$ cat config.mk
export PLATFORM = sky130hd
export DESIGN_NAME = cdb_arbiter_flat
export DESIGN_NICKNAME = d
export VERILOG_FILES = /design/src/rtl/cdb_arbiter_pkg.sv /design/src/rtl/cdb_arbiter_if.sv /design/src/rtl/cdb_arbiter_result_fifo.sv /design/src/rtl/cdb_arbiter.sv /design/src/flat_wrapper.sv
export SDC_FILE = /design/constraint.sdc
export NUM_CORES = 1
export LEC_CHECK = 0
export BUFFER_PORTS_ARGS = -buffer_cell sky130_fd_sc_hd__buf_4
export CAP_MARGIN = 20
export CORE_ASPECT_RATIO = 2
export CORE_MARGIN = 8
export CORE_UTILIZATION = 38
export CTS_CLUSTER_SIZE = 16
export DETAILED_ROUTE_END_ITERATION = 12
export GPL_ROUTABILITY_DRIVEN = 0
export PLACE_DENSITY_LB_ADDON = 0.2
export SYNTH_ARGS = -nofsm -noshare
export SYNTH_HDL_FRONTEND = slang
export SYNTH_HIERARCHICAL = 1
export SYNTH_SLANG_ARGS = --single-unit
$ cat constraint.sdc
create_clock -name clk -period 3.3 [get_ports clk]
set_clock_uncertainty 0.1 [all_clocks]
set_input_delay 0.33 -clock clk [delete_from_list [all_inputs] [get_ports clk]]
set_output_delay 0.33 -clock clk [all_outputs]
set_load 0.005 [all_outputs]
$ cat src/rtl/cdb_arbiter_pkg.sv
// -----------------------------------------------------------------------------
// cdb_arbiter_pkg
// Shared definitions for the common-data-bus path of the out-of-order core:
// default tag/data widths, source identifiers used on cdb_src, and the
// (tag, value) packet that the register alias table and reservation stations
// also take on their bus inputs.
// -----------------------------------------------------------------------------
package cdb_arbiter_pkg;

  localparam int TAG_W  = 3;
  localparam int DATA_W = 32;

  // Source identifiers; they also equal the expected tag MSB of each class.
  localparam logic SRC_ADD = 1'b0;
  localparam logic SRC_MUL = 1'b1;

  typedef struct packed {
    logic [TAG_W-1:0]  tag;
    logic [DATA_W-1:0] value;
  } cdb_pkt_t;

endpackage

$ cat src/rtl/cdb_arbiter_if.sv
// -----------------------------------------------------------------------------
// cdb_arbiter_if
// Bundles the two functional-unit result handshakes and the CDB broadcast.
//   master : the functional units / broadcast consumers (drive *_res_valid,
//            *_res_tag, *_res_value; observe ready, cdb_* and tag_err)
//   slave  : the arbiter (observes results, drives ready, cdb_* and tag_err)
// -----------------------------------------------------------------------------
interface cdb_arbiter_if #(
  parameter int TAG_W  = cdb_arbiter_pkg::TAG_W,
  parameter int DATA_W = cdb_arbiter_pkg::DATA_W
);

  logic              add_res_valid;
  logic [TAG_W-1:0]  add_res_tag;
  logic [DATA_W-1:0] add_res_value;
  logic              add_res_ready;

  logic              mul_res_valid;
  logic [TAG_W-1:0]  mul_res_tag;
  logic [DATA_W-1:0] mul_res_value;
  logic              mul_res_ready;

  logic              cdb_valid;
  logic [TAG_W-1:0]  cdb_tag;
  logic [DATA_W-1:0] cdb_value;
  logic              cdb_src;
  logic              tag_err;

  modport master (
    output add_res_valid, add_res_tag, add_res_value,
    output mul_res_valid, mul_res_tag, mul_res_value,
    input  add_res_ready, mul_res_ready,
    input  cdb_valid, cdb_tag, cdb_value, cdb_src, tag_err
  );

  modport slave (
    input  add_res_valid, add_res_tag, add_res_value,
    input  mul_res_valid, mul_res_tag, mul_res_value,
    output add_res_ready, mul_res_ready,
    output cdb_valid, cdb_tag, cdb_value, cdb_src, tag_err
  );

endinterface

$ cat src/rtl/cdb_arbiter_result_fifo.sv
// -----------------------------------------------------------------------------
// result_fifo
// Small synchronous FIFO holding completed results of one functional unit.
// DEPTH must be a power of two (>= 2) so the pointers wrap naturally.
// Ports:
//   clk, rst_n      clock, asynchronous active-low reset
//   push, push_pkt  write request and packet (ignored while full)
//   pop             read request (ignored while empty)
//   head_pkt        packet at the read pointer
//   full, empty     status derived from the registered count only
// -----------------------------------------------------------------------------
module result_fifo
  import cdb_arbiter_pkg::*;
#(
  parameter int  DEPTH = 2,
  parameter type pkt_t = cdb_pkt_t
) (
  input  logic clk,
  input  logic rst_n,
  input  logic push,
  input  pkt_t push_pkt,
  input  logic pop,
  output pkt_t head_pkt,
  output logic full,
  output logic empty
);

  localparam int PTR_W = (DEPTH > 1) ? $clog2(DEPTH) : 1;
  localparam int CNT_W = $clog2(DEPTH + 1);

  pkt_t             mem_q [DEPTH];
  logic [PTR_W-1:0] rd_ptr_q, rd_ptr_d;
  logic [PTR_W-1:0] wr_ptr_q, wr_ptr_d;
  logic [CNT_W-1:0] count_q, count_d;
  logic             do_push, do_pop;

  assign full     = (count_q == CNT_W'(DEPTH));
  assign empty    = (count_q == '0);
  assign do_push  = push && !full;
  assign do_pop   = pop && !empty;
  assign head_pkt = mem_q[rd_ptr_q];

  always_comb begin
    // NOTE: every always_comb output gets a default first so no latch is inferred.
    rd_ptr_d = rd_ptr_q;
    wr_ptr_d = wr_ptr_q;
    count_d  = count_q;
    if (do_push) wr_ptr_d = wr_ptr_q + 1'b1;
    if (do_pop)  rd_ptr_d = rd_ptr_q + 1'b1;
    unique case ({do_push, do_pop})
      2'b10:   count_d = count_q + 1'b1;
      2'b01:   count_d = count_q - 1'b1;
      default: count_d = count_q;
    endcase
  end

  always_ff @(posedge clk or negedge rst_n) begin
    // NOTE: sequential state uses non-blocking assignments only.
    if (!rst_n) begin
      rd_ptr_q <= '0;
      wr_ptr_q <= '0;
      count_q  <= '0;
    end else begin
      rd_ptr_q <= rd_ptr_d;
      wr_ptr_q <= wr_ptr_d;
      count_q  <= count_d;
    end
  end

  // NOTE: storage has no reset; the count and pointers alone define validity.
  always_ff @(posedge clk) begin
    if (do_push) mem_q[wr_ptr_q] <= push_pkt;
  end

endmodule

$ cat src/rtl/cdb_arbiter.sv
// -----------------------------------------------------------------------------
// cdb_arbiter
// Buffers adder and multiplier results in per-source FIFOs and broadcasts one
// result per cycle on the common data bus, round-robin when both are pending.
// Ports:
//   clk, rst_n  clock, asynchronous active-low reset
//   bus         cdb_arbiter_if.slave: result handshakes in, ready out,
//               registered CDB broadcast (valid/tag/value/src) and the sticky
//               tag-class error flag out
// -----------------------------------------------------------------------------
module cdb_arbiter #(
  parameter int DEPTH  = 2,
  parameter int TAG_W  = cdb_arbiter_pkg::TAG_W,
  parameter int DATA_W = cdb_arbiter_pkg::DATA_W
) (
  input  logic              clk,
  input  logic              rst_n,
  cdb_arbiter_if.slave      bus
);

  import cdb_arbiter_pkg::*;

  typedef struct packed {
    logic [TAG_W-1:0]  tag;
    logic [DATA_W-1:0] value;
  } pkt_t;

  pkt_t add_in, mul_in, add_head, mul_head;
  logic add_full, add_empty, mul_full, mul_empty;
  logic add_push, mul_push;
  logic grant_add, grant_mul;

  logic cdb_valid_q, cdb_valid_d;
  pkt_t cdb_pkt_q,   cdb_pkt_d;
  logic cdb_src_q,   cdb_src_d;
  logic last_grant_q, last_grant_d;
  logic tag_err_q,   tag_err_d;

  // Ready comes from registered FIFO state only: a full FIFO stays not-ready
  // even when it is being drained this cycle.
  assign bus.add_res_ready = !add_full;
  assign bus.mul_res_ready = !mul_full;
  assign add_push = bus.add_res_valid && !add_full;
  assign mul_push = bus.mul_res_valid && !mul_full;
  assign add_in   = '{tag: bus.add_res_tag, value: bus.add_res_value};
  assign mul_in   = '{tag: bus.mul_res_tag, value: bus.mul_res_value};

  result_fifo #(.DEPTH(DEPTH), .pkt_t(pkt_t)) u_add_fifo (
    .clk      (clk),
    .rst_n    (rst_n),
    .push     (add_push),
    .push_pkt (add_in),
    .pop      (grant_add),
    .head_pkt (add_head),
    .full     (add_full),
    .empty    (add_empty)
  );

  result_fifo #(.DEPTH(DEPTH), .pkt_t(pkt_t)) u_mul_fifo (
    .clk      (clk),
    .rst_n    (rst_n),
    .push     (mul_push),
    .push_pkt (mul_in),
    .pop      (grant_mul),
    .head_pkt (mul_head),
    .full     (mul_full),
    .empty    (mul_empty)
  );

  // Round-robin on pre-edge FIFO state; a contested grant goes to the source
  // that did not win last time.
  always_comb begin
    grant_add = 1'b0;
    grant_mul = 1'b0;
    if (!add_empty && !mul_empty) begin
      if (last_grant_q == SRC_MUL) grant_add = 1'b1;
      else                         grant_mul = 1'b1;
    end else if (!add_empty) begin
      grant_add = 1'b1;
    end else if (!mul_empty) begin
      grant_mul = 1'b1;
    end
  end

  // Broadcast register: valid pulses for one cycle, payload holds otherwise.
  always_comb begin
    cdb_valid_d  = 1'b0;
    cdb_pkt_d    = cdb_pkt_q;
    cdb_src_d    = cdb_src_q;
    last_grant_d = last_grant_q;
    if (grant_add) begin
      cdb_valid_d  = 1'b1;
      cdb_pkt_d    = add_head;
      cdb_src_d    = SRC_ADD;
      last_grant_d = SRC_ADD;
    end else if (grant_mul) begin
      cdb_valid_d  = 1'b1;
      cdb_pkt_d    = mul_head;
      cdb_src_d    = SRC_MUL;
      last_grant_d = SRC_MUL;
    end
    // Tag MSB must match the station class of the producing unit; sticky.
    tag_err_d = tag_err_q
              | (add_push && (bus.add_res_tag[TAG_W-1] != SRC_ADD))
              | (mul_push && (bus.mul_res_tag[TAG_W-1] != SRC_MUL));
  end

  always_ff @(posedge clk or negedge rst_n) begin
    if (!rst_n) begin
      cdb_valid_q  <= 1'b0;
      cdb_pkt_q    <= '0;
      cdb_src_q    <= SRC_ADD;
      last_grant_q <= SRC_MUL;
      tag_err_q    <= 1'b0;
    end else begin
      cdb_valid_q  <= cdb_valid_d;
      cdb_pkt_q    <= cdb_pkt_d;
      cdb_src_q    <= cdb_src_d;
      last_grant_q <= last_grant_d;
      tag_err_q    <= tag_err_d;
    end
  end

  assign bus.cdb_valid = cdb_valid_q;
  assign bus.cdb_tag   = cdb_pkt_q.tag;
  assign bus.cdb_value = cdb_pkt_q.value;
  assign bus.cdb_src   = cdb_src_q;
  assign bus.tag_err   = tag_err_q;

endmodule
$ cat src/flat_wrapper.sv
// flat-port wrapper written by rule: the top's interface ports become plain ports
module cdb_arbiter_flat import cdb_arbiter_pkg::*;
#(
  parameter int DEPTH  = 2,
  parameter int TAG_W  = cdb_arbiter_pkg::TAG_W,
  parameter int DATA_W = cdb_arbiter_pkg::DATA_W
)
  (clk, rst_n, bus_add_res_valid, bus_add_res_tag, bus_add_res_value, bus_mul_res_valid, bus_mul_res_tag, bus_mul_res_value, bus_add_res_ready, bus_mul_res_ready, bus_cdb_valid, bus_cdb_tag, bus_cdb_value, bus_cdb_src, bus_tag_err);
  cdb_arbiter_if #(.TAG_W(TAG_W), .DATA_W(DATA_W)) bus_i ();
  input  logic clk;
  input  logic rst_n;
  input wire logic [$bits(bus_i.add_res_valid)-1:0] bus_add_res_valid;
  input wire logic [$bits(bus_i.add_res_tag)-1:0] bus_add_res_tag;
  input wire logic [$bits(bus_i.add_res_value)-1:0] bus_add_res_value;
  input wire logic [$bits(bus_i.mul_res_valid)-1:0] bus_mul_res_valid;
  input wire logic [$bits(bus_i.mul_res_tag)-1:0] bus_mul_res_tag;
  input wire logic [$bits(bus_i.mul_res_value)-1:0] bus_mul_res_value;
  output wire logic [$bits(bus_i.add_res_ready)-1:0] bus_add_res_ready;
  output wire logic [$bits(bus_i.mul_res_ready)-1:0] bus_mul_res_ready;
  output wire logic [$bits(bus_i.cdb_valid)-1:0] bus_cdb_valid;
  output wire logic [$bits(bus_i.cdb_tag)-1:0] bus_cdb_tag;
  output wire logic [$bits(bus_i.cdb_value)-1:0] bus_cdb_value;
  output wire logic [$bits(bus_i.cdb_src)-1:0] bus_cdb_src;
  output wire logic [$bits(bus_i.tag_err)-1:0] bus_tag_err;
  assign bus_i.add_res_valid = bus_add_res_valid;
  assign bus_i.add_res_tag = bus_add_res_tag;
  assign bus_i.add_res_value = bus_add_res_value;
  assign bus_i.mul_res_valid = bus_mul_res_valid;
  assign bus_i.mul_res_tag = bus_mul_res_tag;
  assign bus_i.mul_res_value = bus_mul_res_value;
  assign bus_add_res_ready = bus_i.add_res_ready;
  assign bus_mul_res_ready = bus_i.mul_res_ready;
  assign bus_cdb_valid = bus_i.cdb_valid;
  assign bus_cdb_tag = bus_i.cdb_tag;
  assign bus_cdb_value = bus_i.cdb_value;
  assign bus_cdb_src = bus_i.cdb_src;
  assign bus_tag_err = bus_i.tag_err;
  cdb_arbiter #(.DEPTH(DEPTH), .TAG_W(TAG_W), .DATA_W(DATA_W)) u_core (.clk(clk), .rst_n(rst_n), .bus(bus_i));
endmodule
==> results of run 1 <==
worst paths after layout:
kind / slack [ns] / endpoint / cells after the start / from
setup / recovery: 0.97 / u_core/u_add_fifo/count_q[1]$_DFFE_PN0P_ / 6 / u_core/u_add_fifo/count_q[1]$_DFFE_PN0P_
setup reg to reg: 0.97 / u_core/u_add_fifo/count_q[1]$_DFFE_PN0P_ / 6 / u_core/u_add_fifo/count_q[1]$_DFFE_PN0P_
hold reg to reg: 0.43 / u_core/bus.tag_err$_DFF_PN0_ / 1 / u_core/bus.tag_err$_DFF_PN0_
hold / removal: 0.31 / u_core/bus.tag_err$_DFF_PN0_ / 3 / bus_add_res_valid
min in group asynchronous: 0.40 / u_core/u_add_fifo/count_q[0]$_DFFE_PN0P_ / 2 / rst_n
max in group asynchronous: 2.20 / u_core/u_mul_fifo/rd_ptr_q$_DFFE_PN0P_ / 2 / rst_n
synth_stat cells (all sizes together):
cell type,number
dfrtp,46
mux2,70
a21oi,2
and3,2
inv,42
nor2b,5
ha,2
xor2,4
dfstp,1
nand2,3
xnor2,6
edfxtp,140
nor2,7
o21ba,1
a221o,1
nor3,35
mux2i,35
nand2b,2
clkbuf,1
a221oi,35
buf,27
worst reg2reg max path: stages (launching register included):
cell     delay, ns
dfrtp_1       0.44
nor2_4        0.63
o21ba_4       0.24
nor2b_2       0.16
ha_1          0.35
nor2_1        0.16
xor2_1        0.18
flip-flops by register name (all words and copies together) (netlist names):
signal                      cells
u_core/bus.cdb_valid            1
u_core/u_add_fifo/mem_q        70
u_core/u_add_fifo/count_q       2
u_core/bus.cdb_tag              3
u_core/last_grant_q             1
u_core/u_mul_fifo/wr_ptr_q      1
u_core/u_mul_fifo/mem_q        70
u_core/u_mul_fifo/count_q       2
u_core/u_add_fifo/wr_ptr_q      1
u_core/u_add_fifo/rd_ptr_q      1
u_core/u_mul_fifo/rd_ptr_q      1
u_core/bus.tag_err              1
u_core/bus.cdb_src              1
u_core/bus.cdb_value           32
per-layer routing:
layer  wire length, um  global-route usage  vias up
li1                  -                   -     2135
met1              6490               0.137     2302
met2             10600               0.275       94
met3               544              0.0335       30
met4               510              0.0657        0
met5                 0                   0        -
cells by family (layout without fill, tap and decap cells):
kind of cell / count (synthesis) / after routing / synth area share
buffers and inverters: 70 / 269 / 0.0562
adder cells (fa/ha/maj): 2 / 2 / 0.00308
flip-flops: 187 / 187 / 0.664
multiplexers: 105 / 105 / 0.167
XOR/XNOR: 10 / 10 / 0.0108
AO/OA/AOI/OAI: 39 / 39 / 0.0654
AND/OR/NAND/NOR: 54 / 54 / 0.0338
power breakdown:
part / switching (mW) / internal [mW]
Combinational: 1.96 / 1.98
Clock: 0.909 / 0.986
Sequential: 0.452 / 3.35
Total: 3.33 / 6.31
stage by stage:
stage	instance area [um2]	hold slack, ns
after floorplan	8110	-0.0656
after global placement	9130	0.304
after detailed placement	9130	0.320
after CTS	10400	0.000255
after global routing	10400	0.327
final	10400	0.309
cell type report:
cell class,count,area [um2]
clock buffers,19,433
clock inverters,13,110
fillers,1780,10500
inverters,42,158
multi-input cells,210,2310
flip-flops and latches,187,5380
well taps,269,337
repair buffers,195,1650
==> metrics.cfg, run 1 <==
[sta]
worst_pin_slew_ns = 0.973
fin_ws_ns = 0.969
fin_crit_sh = 0.707
finalHoldViolations = 0
totalNegativeSetupSlack_ns = 0
relSlewSlack = 0.351
slew_viol_final = 0
fmax_mhz = 429
finalCriticalPeriod_ns = 2.33
rsz0062_at_grt = no
setup-violations-final = 0

[logic_synthesis]
synth_fp_nets = 543
ys_warn_count = 6
ys_types = 28
ys_ff_latch = 187
synth_area_per_cell_um2 = 17.4
postSynthCellCount = 467
synth_top_area_frac = 0.518
yosysTopAreaCell = edfxtp_1
synth_seq_area_share = 0.664
syn_area_um2 = 8110
synthTopCellsByArea = edfxtp_1 (52%), dfrtp_1 (14%), mux2_4 (11%), a221oi_2 (5.7%), mux2i_1 (4.3%)

[floorplanning]
io_pins = 114
core.rowCount = 75
die_h_um = 223
die_x_um = 119
coreArea_um2 = 20900
start_util = 0.388
die-area_um2 = 26600

[setup_path]
cp-end-kind = flip-flop
critPathTopFamily = simple AND/OR/NAND/NOR gates
slowest_delay_ns = 0.63
cp_slowest_cell = nor2_4
crit_type = flip-flop to flip-flop
cp.arrival_ns = 2.58
required_ns = 3.55
worstSetupStartpointType = flip-flop
crit_fanout = 18
cp_num_buf_inv = 0
path_cells = nor2_4, o21ba_4, nor2b_2, ha_1, nor2_1, xor2_1

[layout]
final_cell_mix = edfxtp_1 (140), buf_4 (123), dlygate4sd3_1 (71), mux2_4 (58), dfrtp_1 (44)
diodes = 0
final_common_cell = edfxtp_1
area_delta_synth_final_pct = 28.1
final_cells = 935
fin_util = 0.496
drive_above_1_share = 0.401
nets = 729

[drt]
wire_per_inst_um = 19.4
drt-total-wl_mm = 18.1
viasPerCell = 4.88
drtIter0Drc = 142
vias = 4561
postRouteAntennaNets = 0
firstDrtPassIters = 7
drc = 0

[hold_path]
hp-class = input pin to flip-flop

[clock_network]
cts_tree = yes
clockBufferDepth = 2
cts_setup_buffers = 0
numCtsBuffers = 17
worstSkewPairLatency_ns = 0.42
cts.clk_slew.worst_paths_ns = 0.07
ctsHtreeMaxLevel = 4
cts_sinks = 187
cts.repair.resized = 0
cts-root-buf = clkbuf_16
ctsHoldBuffers = 69

[placement]
portBuffers = 113
dp_slack_ns = 0.956
placed_cells = 832
hpwlAfterDp_mm = 12.5

[grt]
grt_pass1_wl_mm = 28.7
grt_pass1_vias = 5318
grt_antenna_before_repair = 0
grt_start_max_net_pins = 48
grtUsageTotal = 0.142
gr-total-overflow = 0

[flow_run]
cap_violations = 0

[outcome]
run_status = finished clean

[power_and_ir_drop]
leakagePower_nw = 4.11
power.density_nw_per_um2 = 928
peakVddDrop_mv = 0.489
p_total_mw = 9.64

(Power assumes the default switching activity.)
==> run 2: changes to the inputs <==
==> constraint.sdc (replaced) <==
create_clock -name clk -period 2.26 [get_ports clk]
set_clock_uncertainty 0.1 [all_clocks]
set_input_delay 0.226 -clock clk [delete_from_list [all_inputs] [get_ports clk]]
set_output_delay 0.226 -clock clk [all_outputs]
set_load 0.005 [all_outputs]
==> run 2 against run 1 <==
Clock power up 47%. Critical path depth unchanged. Worst setup slack worse by 0.65 ns. First-iteration DRC count down 0.70%. Non-clock buffer count up 4. Sequential power up 43%. Global-route usage down 0.45 points. Largest cell class unchanged. Highest routed layer unchanged.
==> metrics.cfg, run 2 (synthesized netlist as in run 1, its figures left out) <==
[layout]
nets = 733  ; +0.55%
area_delta_synth_final_pct = 29.2
final_cell_mix = edfxtp_1 (140), buf_4 (124), dlygate4sd3_1 (71), mux2_4 (58), dfrtp_1 (44)
fin_util = 0.501  ; +0.00448
fill_cells = 1757  ; -1.3%
regArea_um2 = 5380  ; unchanged
final_common_cell = edfxtp_1
drive_above_1_share = 0.407  ; +0.00656
multi_input_area_um2 = 2310  ; unchanged

[setup_path]
r2r-start = u_core/u_add_fifo/count_q[0]$_DFFE_PN0P_
crit_type = flip-flop to flip-flop
cp-end-kind = flip-flop
required_ns = 2.26  ; -1.29 ns
cp.arrival_ns = 1.93  ; -0.65 ns
worstSetupStartpointType = flip-flop
cp-startpoint = u_core/u_add_fifo/count_q[0]$_DFFE_PN0P_
crit_fanout = 22  ; +4

[floorplanning]
die_h_um = 223  ; unchanged
die_x_um = 119  ; unchanged
io_pins = 114  ; unchanged
coreArea_um2 = 20900  ; unchanged
start_util = 0.388  ; unchanged
die-area_um2 = 26600  ; unchanged
core.rowCount = 75  ; unchanged

[drt]
drtIter0Drc = 141  ; -0.70%
vias = 4507  ; -1.2%
drc = 0  ; unchanged
wire_per_inst_um = 18.8  ; -3.2%
firstDrtPassIters = 4  ; -3
postRouteAntennaNets = 0  ; unchanged
viasPerCell = 4.79  ; -1.7%
drt-total-wl_mm = 17.6  ; -2.7%

[clock_network]
cts_sinks = 187  ; unchanged
numCtsBuffers = 17  ; unchanged
cts.repair.resized = 0  ; unchanged
cts.clk_slew.worst_paths_ns = 0.06  ; about the same
ctsHtreeMaxLevel = 4  ; unchanged
cts_setup_buffers = 0  ; unchanged
worstSkewPairLatency_ns = 0.43  ; about the same
cts-root-buf = clkbuf_16
clockBufferDepth = 2  ; unchanged
cts_tree = yes

[sta]
slew_viol_final = 0  ; unchanged
setup-violations-final = 0  ; unchanged
totalNegativeSetupSlack_ns = 0  ; unchanged
worst_pin_slew_ns = 0.693  ; -0.280 ns
rsz0062_at_grt = no
finalHoldViolations = 0  ; unchanged
fin_crit_sh = 0.858  ; +0.151
relSlewSlack = 0.538  ; +0.187
fmax_mhz = 516  ; +20%
finalCriticalPeriod_ns = 1.94  ; -0.393 ns

[flow_run]
cap_violations = 0  ; unchanged

[grt]
grt_antenna_before_repair = 1  ; +1
grt_pass1_wl_mm = 27.8  ; -3.1%
grtUsageTotal = 0.138  ; -0.00447
gr-total-overflow = 0  ; unchanged
grt_start_max_net_pins = 48  ; unchanged
grt_pass1_vias = 5143  ; -3.3%

[placement]
hpwlAfterDp_mm = 12.1  ; -2.6%
portBuffers = 113  ; unchanged

[hold_path]
hp-class = input pin to flip-flop
worstHoldStart = bus_add_res_valid

[power_and_ir_drop]
leakagePower_nw = 4.15  ; +1.0%
peakVddDrop_mv = 0.633  ; +29%
power.density_nw_per_um2 = 1350  ; +45%

[outcome]
run_status = finished clean

[run 2: cell count changes in the layout (fill, tap and decap cells not counted), moves of 2 or more]
cell      previous run  this run
buf_12               1         4
clkbuf_1             2         0
inv_8                2         0
clkbuf_8             0         4
inv_6                4         2
[run 2: final timing paths]
check | depth (start not counted) | slack (ns) | endpoint
worst min register to register | 1 | 0.40 | u_core/bus.tag_err$_DFF_PN0_
min in group asynchronous | 2 | 0.29 | u_core/bus.cdb_value[16]$_DFFE_PN0P_
worst max register to register | 6 | 0.32 | u_core/u_add_fifo/mem_q[0][29]$_DFFE_PP_
worst max-delay path | 6 | 0.32 | u_core/u_add_fifo/mem_q[0][29]$_DFFE_PP_
worst min-delay path | 3 | 0.16 | u_core/bus.tag_err$_DFF_PN0_
max in group asynchronous | 2 | 1.28 | u_core/u_add_fifo/rd_ptr_q$_DFFE_PN0P_
[run 2: per-layer routing]
| metal | vias up | track usage | routed length (um) |
|---|---|---|---|
| met5 | - | 0 | 0 |
| met4 | 0 | 0.0580 | 377 |
| met3 | 23 | 0.0333 | 504 |
| met2 | 84 | 0.269 | 10300 |
| met1 | 2258 | 0.132 | 6450 |
| li1 | 2142 | - | - |
[run 2: cell type report]
class / instances / area share
Sequential cell: 187 / 0.514
Multi-Input combinational cell: 210 / 0.221
Timing Repair Buffer: 199 / 0.164
Clock buffer: 21 / 0.0458
Tap cell: 269 / 0.0321
Inverter: 42 / 0.0150
Clock inverter: 11 / 0.00824
Antenna cell: 1 / 0.000239
[run 2: repair_timing]
| item | in CTS | in global routing |
|---|---|---|
| endpoints found under the setup margin | 0 | 0 |
| hold buffers | 71 | 0 |
| hold endpoints to repair | 187 | 0 |
[run 2: power breakdown]
part / total [mW] / leakage (nW) / switching [mW] / internal, mW
clock network: 2.78 / 0.276 / 1.25 / 1.53
registers: 5.44 / 1.82 / 0.561 / 4.88
logic: 5.91 / 2.05 / 2.93 / 2.98
total: 14.1 / 4.15 / 4.74 / 9.39
[run 2: worst max-delay path, stage by stage, from the launching register on]
cell and delay (ns):
dfrtp_1 0.45, nand2b_1 0.17, inv_1 0.06, nor2b_1 0.17
nand2_1 0.17, nor2_4 0.12, buf_4 0.33
[run 2: per-stage QoR]
step	power (mW)	instances	setup WS (ns)	area, um2	hold slack [ns]
after floorplan	9.89	467	0.111	8130	-0.170
after global placement	11.3	836	0.378	9200	0.216
after detailed placement	11.5	836	0.313	9200	0.221
after CTS	14.4	939	0.302	10500	0.137
after global routing	15.0	940	0.191	10500	0.148
final	14.1	940	0.322	10500	0.164
==> run 3: changes to the inputs <==
--- a/config.mk
+++ b/config.mk
@@ -14,6 +14,7 @@
 export DETAILED_ROUTE_END_ITERATION = 12
 export GPL_ROUTABILITY_DRIVEN = 0
 export PLACE_DENSITY_LB_ADDON = 0.2
+export RECOVER_POWER = 50
 export SYNTH_ARGS = -nofsm -noshare
 export SYNTH_HDL_FRONTEND = slang
 export SYNTH_HIERARCHICAL = 1
==> run 3 against run 2 <==
Die area unchanged. Final cell count unchanged. Sequential share of layout area up 0.70 points. Critical path depth up 1. Non-clock buffer count unchanged. Critical path type unchanged. Critical endpoint is now u_core/u_mul_fifo/count_q[1]$_DFFE_PN0P_. Largest cell class unchanged. Highest routed layer unchanged.
==> metrics.cfg, run 3 (synthesized netlist as in run 1, its figures left out) <==
[drt]
viasPerCell = 4.82  ; +0.55%
wire_per_inst_um = 18.7  ; -0.19%
drc = 0  ; unchanged
drtIter0Drc = 133  ; -5.7%
drt-total-wl_mm = 17.6  ; -0.19%
vias = 4532  ; +0.55%
postRouteAntennaNets = 0  ; unchanged
firstDrtPassIters = 4  ; unchanged

[power_and_ir_drop]
leakagePower_nw = 4.01  ; -3.5%
power.density_nw_per_um2 = 1360  ; +0.76%
p_total_mw = 14.0  ; -0.60%
peakVddDrop_mv = 0.636  ; +0.58%

[grt]
grt_antenna_before_repair = 1  ; unchanged
grt_start_max_net_pins = 48  ; unchanged
grt_pass1_vias = 5143  ; unchanged
grt_pass1_wl_mm = 27.8  ; unchanged
grtUsageTotal = 0.138  ; unchanged
gr-total-overflow = 0  ; unchanged

[floorplanning]
start_util = 0.388  ; unchanged
die_x_um = 119  ; unchanged
die_h_um = 223  ; unchanged
die-area_um2 = 26600  ; unchanged
core.rowCount = 75  ; unchanged
io_pins = 114  ; unchanged
coreArea_um2 = 20900  ; unchanged

[sta]
worst_pin_slew_ns = 1.36  ; +0.663 ns
setup-violations-final = 0  ; unchanged
totalNegativeSetupSlack_ns = 0  ; unchanged
slew_viol_final = 0  ; unchanged
finalCriticalPeriod_ns = 1.94  ; -0.00146 ns
rsz0062_at_grt = no
relSlewSlack = 0.0965  ; -0.442
fmax_mhz = 516  ; about the same
fin_crit_sh = 0.857  ; about the same
finalHoldViolations = 0  ; unchanged
fin_hold_ws_ns = 0.159  ; -0.00484 ns

[placement]
hpwlAfterDp_mm = 12.1  ; unchanged
portBuffers = 113  ; unchanged

[layout]
final_common_cell = edfxtp_1
area_delta_synth_final_pct = 27.5
nets = 733  ; unchanged
fin_util = 0.494  ; -0.00676
final_cell_mix = edfxtp_1 (140), dlygate4sd3_1 (71), mux2_4 (58), clkbuf_4 (53), dfrtp_1 (44)
fill_cells = 1798  ; +2.3%
drive_above_1_share = 0.352  ; -0.0552

[setup_path]
path_cells = nand2b_1, inv_1, nor2b_1, nand2_1, ha_1, nor2_1, xor2_1
cp-end-kind = flip-flop
slowest_delay_ns = 0.46  ; about the same
r2r-end = u_core/u_mul_fifo/count_q[1]$_DFFE_PN0P_
r2r-start = u_core/u_mul_fifo/count_q[0]$_DFFE_PN0P_
required_ns = 2.51  ; +0.25 ns
crit_fanout = 4  ; -82%
cp_slowest_cell = dfrtp_1
worstSetupStartpointType = flip-flop
reg2reg_depth = 7  ; +1
r2r_slack_ns = 0.32  ; about the same
cp.arrival_ns = 2.19  ; +0.26 ns
crit_type = flip-flop to flip-flop

[clock_network]
cts.clk_slew.worst_paths_ns = 0.07  ; about the same
numCtsBuffers = 17  ; unchanged
cts.repair.resized = 0  ; unchanged
worstSkewPairLatency_ns = 0.43  ; about the same
cts_sinks = 187  ; unchanged
cts_setup_buffers = 0  ; unchanged
cts-root-buf = clkbuf_16
clockBufferDepth = 2  ; unchanged
ctsHtreeMaxLevel = 4  ; unchanged
ctsHoldBuffers = 71  ; unchanged
cts_tree = yes

[hold_path]
worstHoldStart = bus_add_res_valid
hold_depth = 3  ; unchanged
hp-class = input pin to flip-flop
holdPathEnd = u_core/bus.tag_err$_DFF_PN0_

[outcome]
run_status = finished clean

[flow_run]
cap_violations = 0  ; unchanged

==> run 3: how the worst max path moves through the flow <==
stage,startpoint,to,slack [ns],cells past startpoint
2_1_floorplan,u_core/u_add_fifo/count_q[0]$_DFFE_PN0P_,u_core/u_add_fifo/mem_q[1][0]$_DFFE_PP_,0.11,4
3_3_place_gp,u_core/u_mul_fifo/count_q[0]$_DFFE_PN0P_,u_core/u_mul_fifo/count_q[1]$_DFFE_PN0P_,0.38,7
3_5_place_dp,u_core/u_add_fifo/count_q[0]$_DFFE_PN0P_,u_core/u_add_fifo/mem_q[0][28]$_DFFE_PP_,0.31,6
4_1_cts,u_core/u_add_fifo/count_q[0]$_DFFE_PN0P_,u_core/u_add_fifo/mem_q[0][29]$_DFFE_PP_,0.30,6
5_1_grt,u_core/u_mul_fifo/count_q[0]$_DFFE_PN0P_,u_core/u_mul_fifo/count_q[1]$_DFFE_PN0P_,0.19,7
6_report,u_core/u_mul_fifo/count_q[0]$_DFFE_PN0P_,u_core/u_mul_fifo/count_q[1]$_DFFE_PN0P_,0.32,7
==> run 3: layout make-up <==
cell class                 instances  area, um2  share of cell area
tap                              269        337              0.0326
clock inverter                    11       86.3             0.00835
inverter                          42        158              0.0152
multi-input combinational        210       2310               0.224
antenna                            1       2.50            0.000242
clock buffer                      21        480              0.0465
sequential                       187       5380               0.521
timing repair buffer             199       1580               0.153
==> run 3: routing by layer <==
| metal | global-route usage | part of all wire | up-vias |
|---|---|---|---|
| li1 | - | - | 2142 |
| met1 | 0.132 | 0.36 | 2270 |
| met2 | 0.269 | 0.59 | 97 |
| met3 | 0.0333 | 0.029 | 23 |
| met4 | 0.0580 | 0.021 | 0 |
| met5 | 0 | 0 | - |
==> run 3: through the flow <==
stage                     std cells  worst slack [ns]  instance area [um2]
after floorplan                 467             0.111                 8130
after global placement          836             0.378                 9200
after detailed placement        836             0.313                 9200
after CTS                       939             0.302                10500
after global routing            940             0.191                10300
final                           940             0.323                10300
==> run 3: critical path, delay by kind of cell, from the launching register on <==
family | cells | cell delay [ns]
XOR/XNOR | 1 | 0.16
AND/OR/NAND/NOR | 4 | 0.73
flip-flops | 1 | 0.46
adder cells (fa/ha/maj) | 1 | 0.36
buffers and inverters | 1 | 0.06
==> run 3: power by group <==
group          internal, mW  total, mW  switching [mW]  leakage, nW
combinational          2.89       5.83            2.94         1.91
clock                  1.53       2.78            1.25        0.276
sequential             4.88       5.44           0.558         1.82
total                  9.31       14.0            4.74         4.01
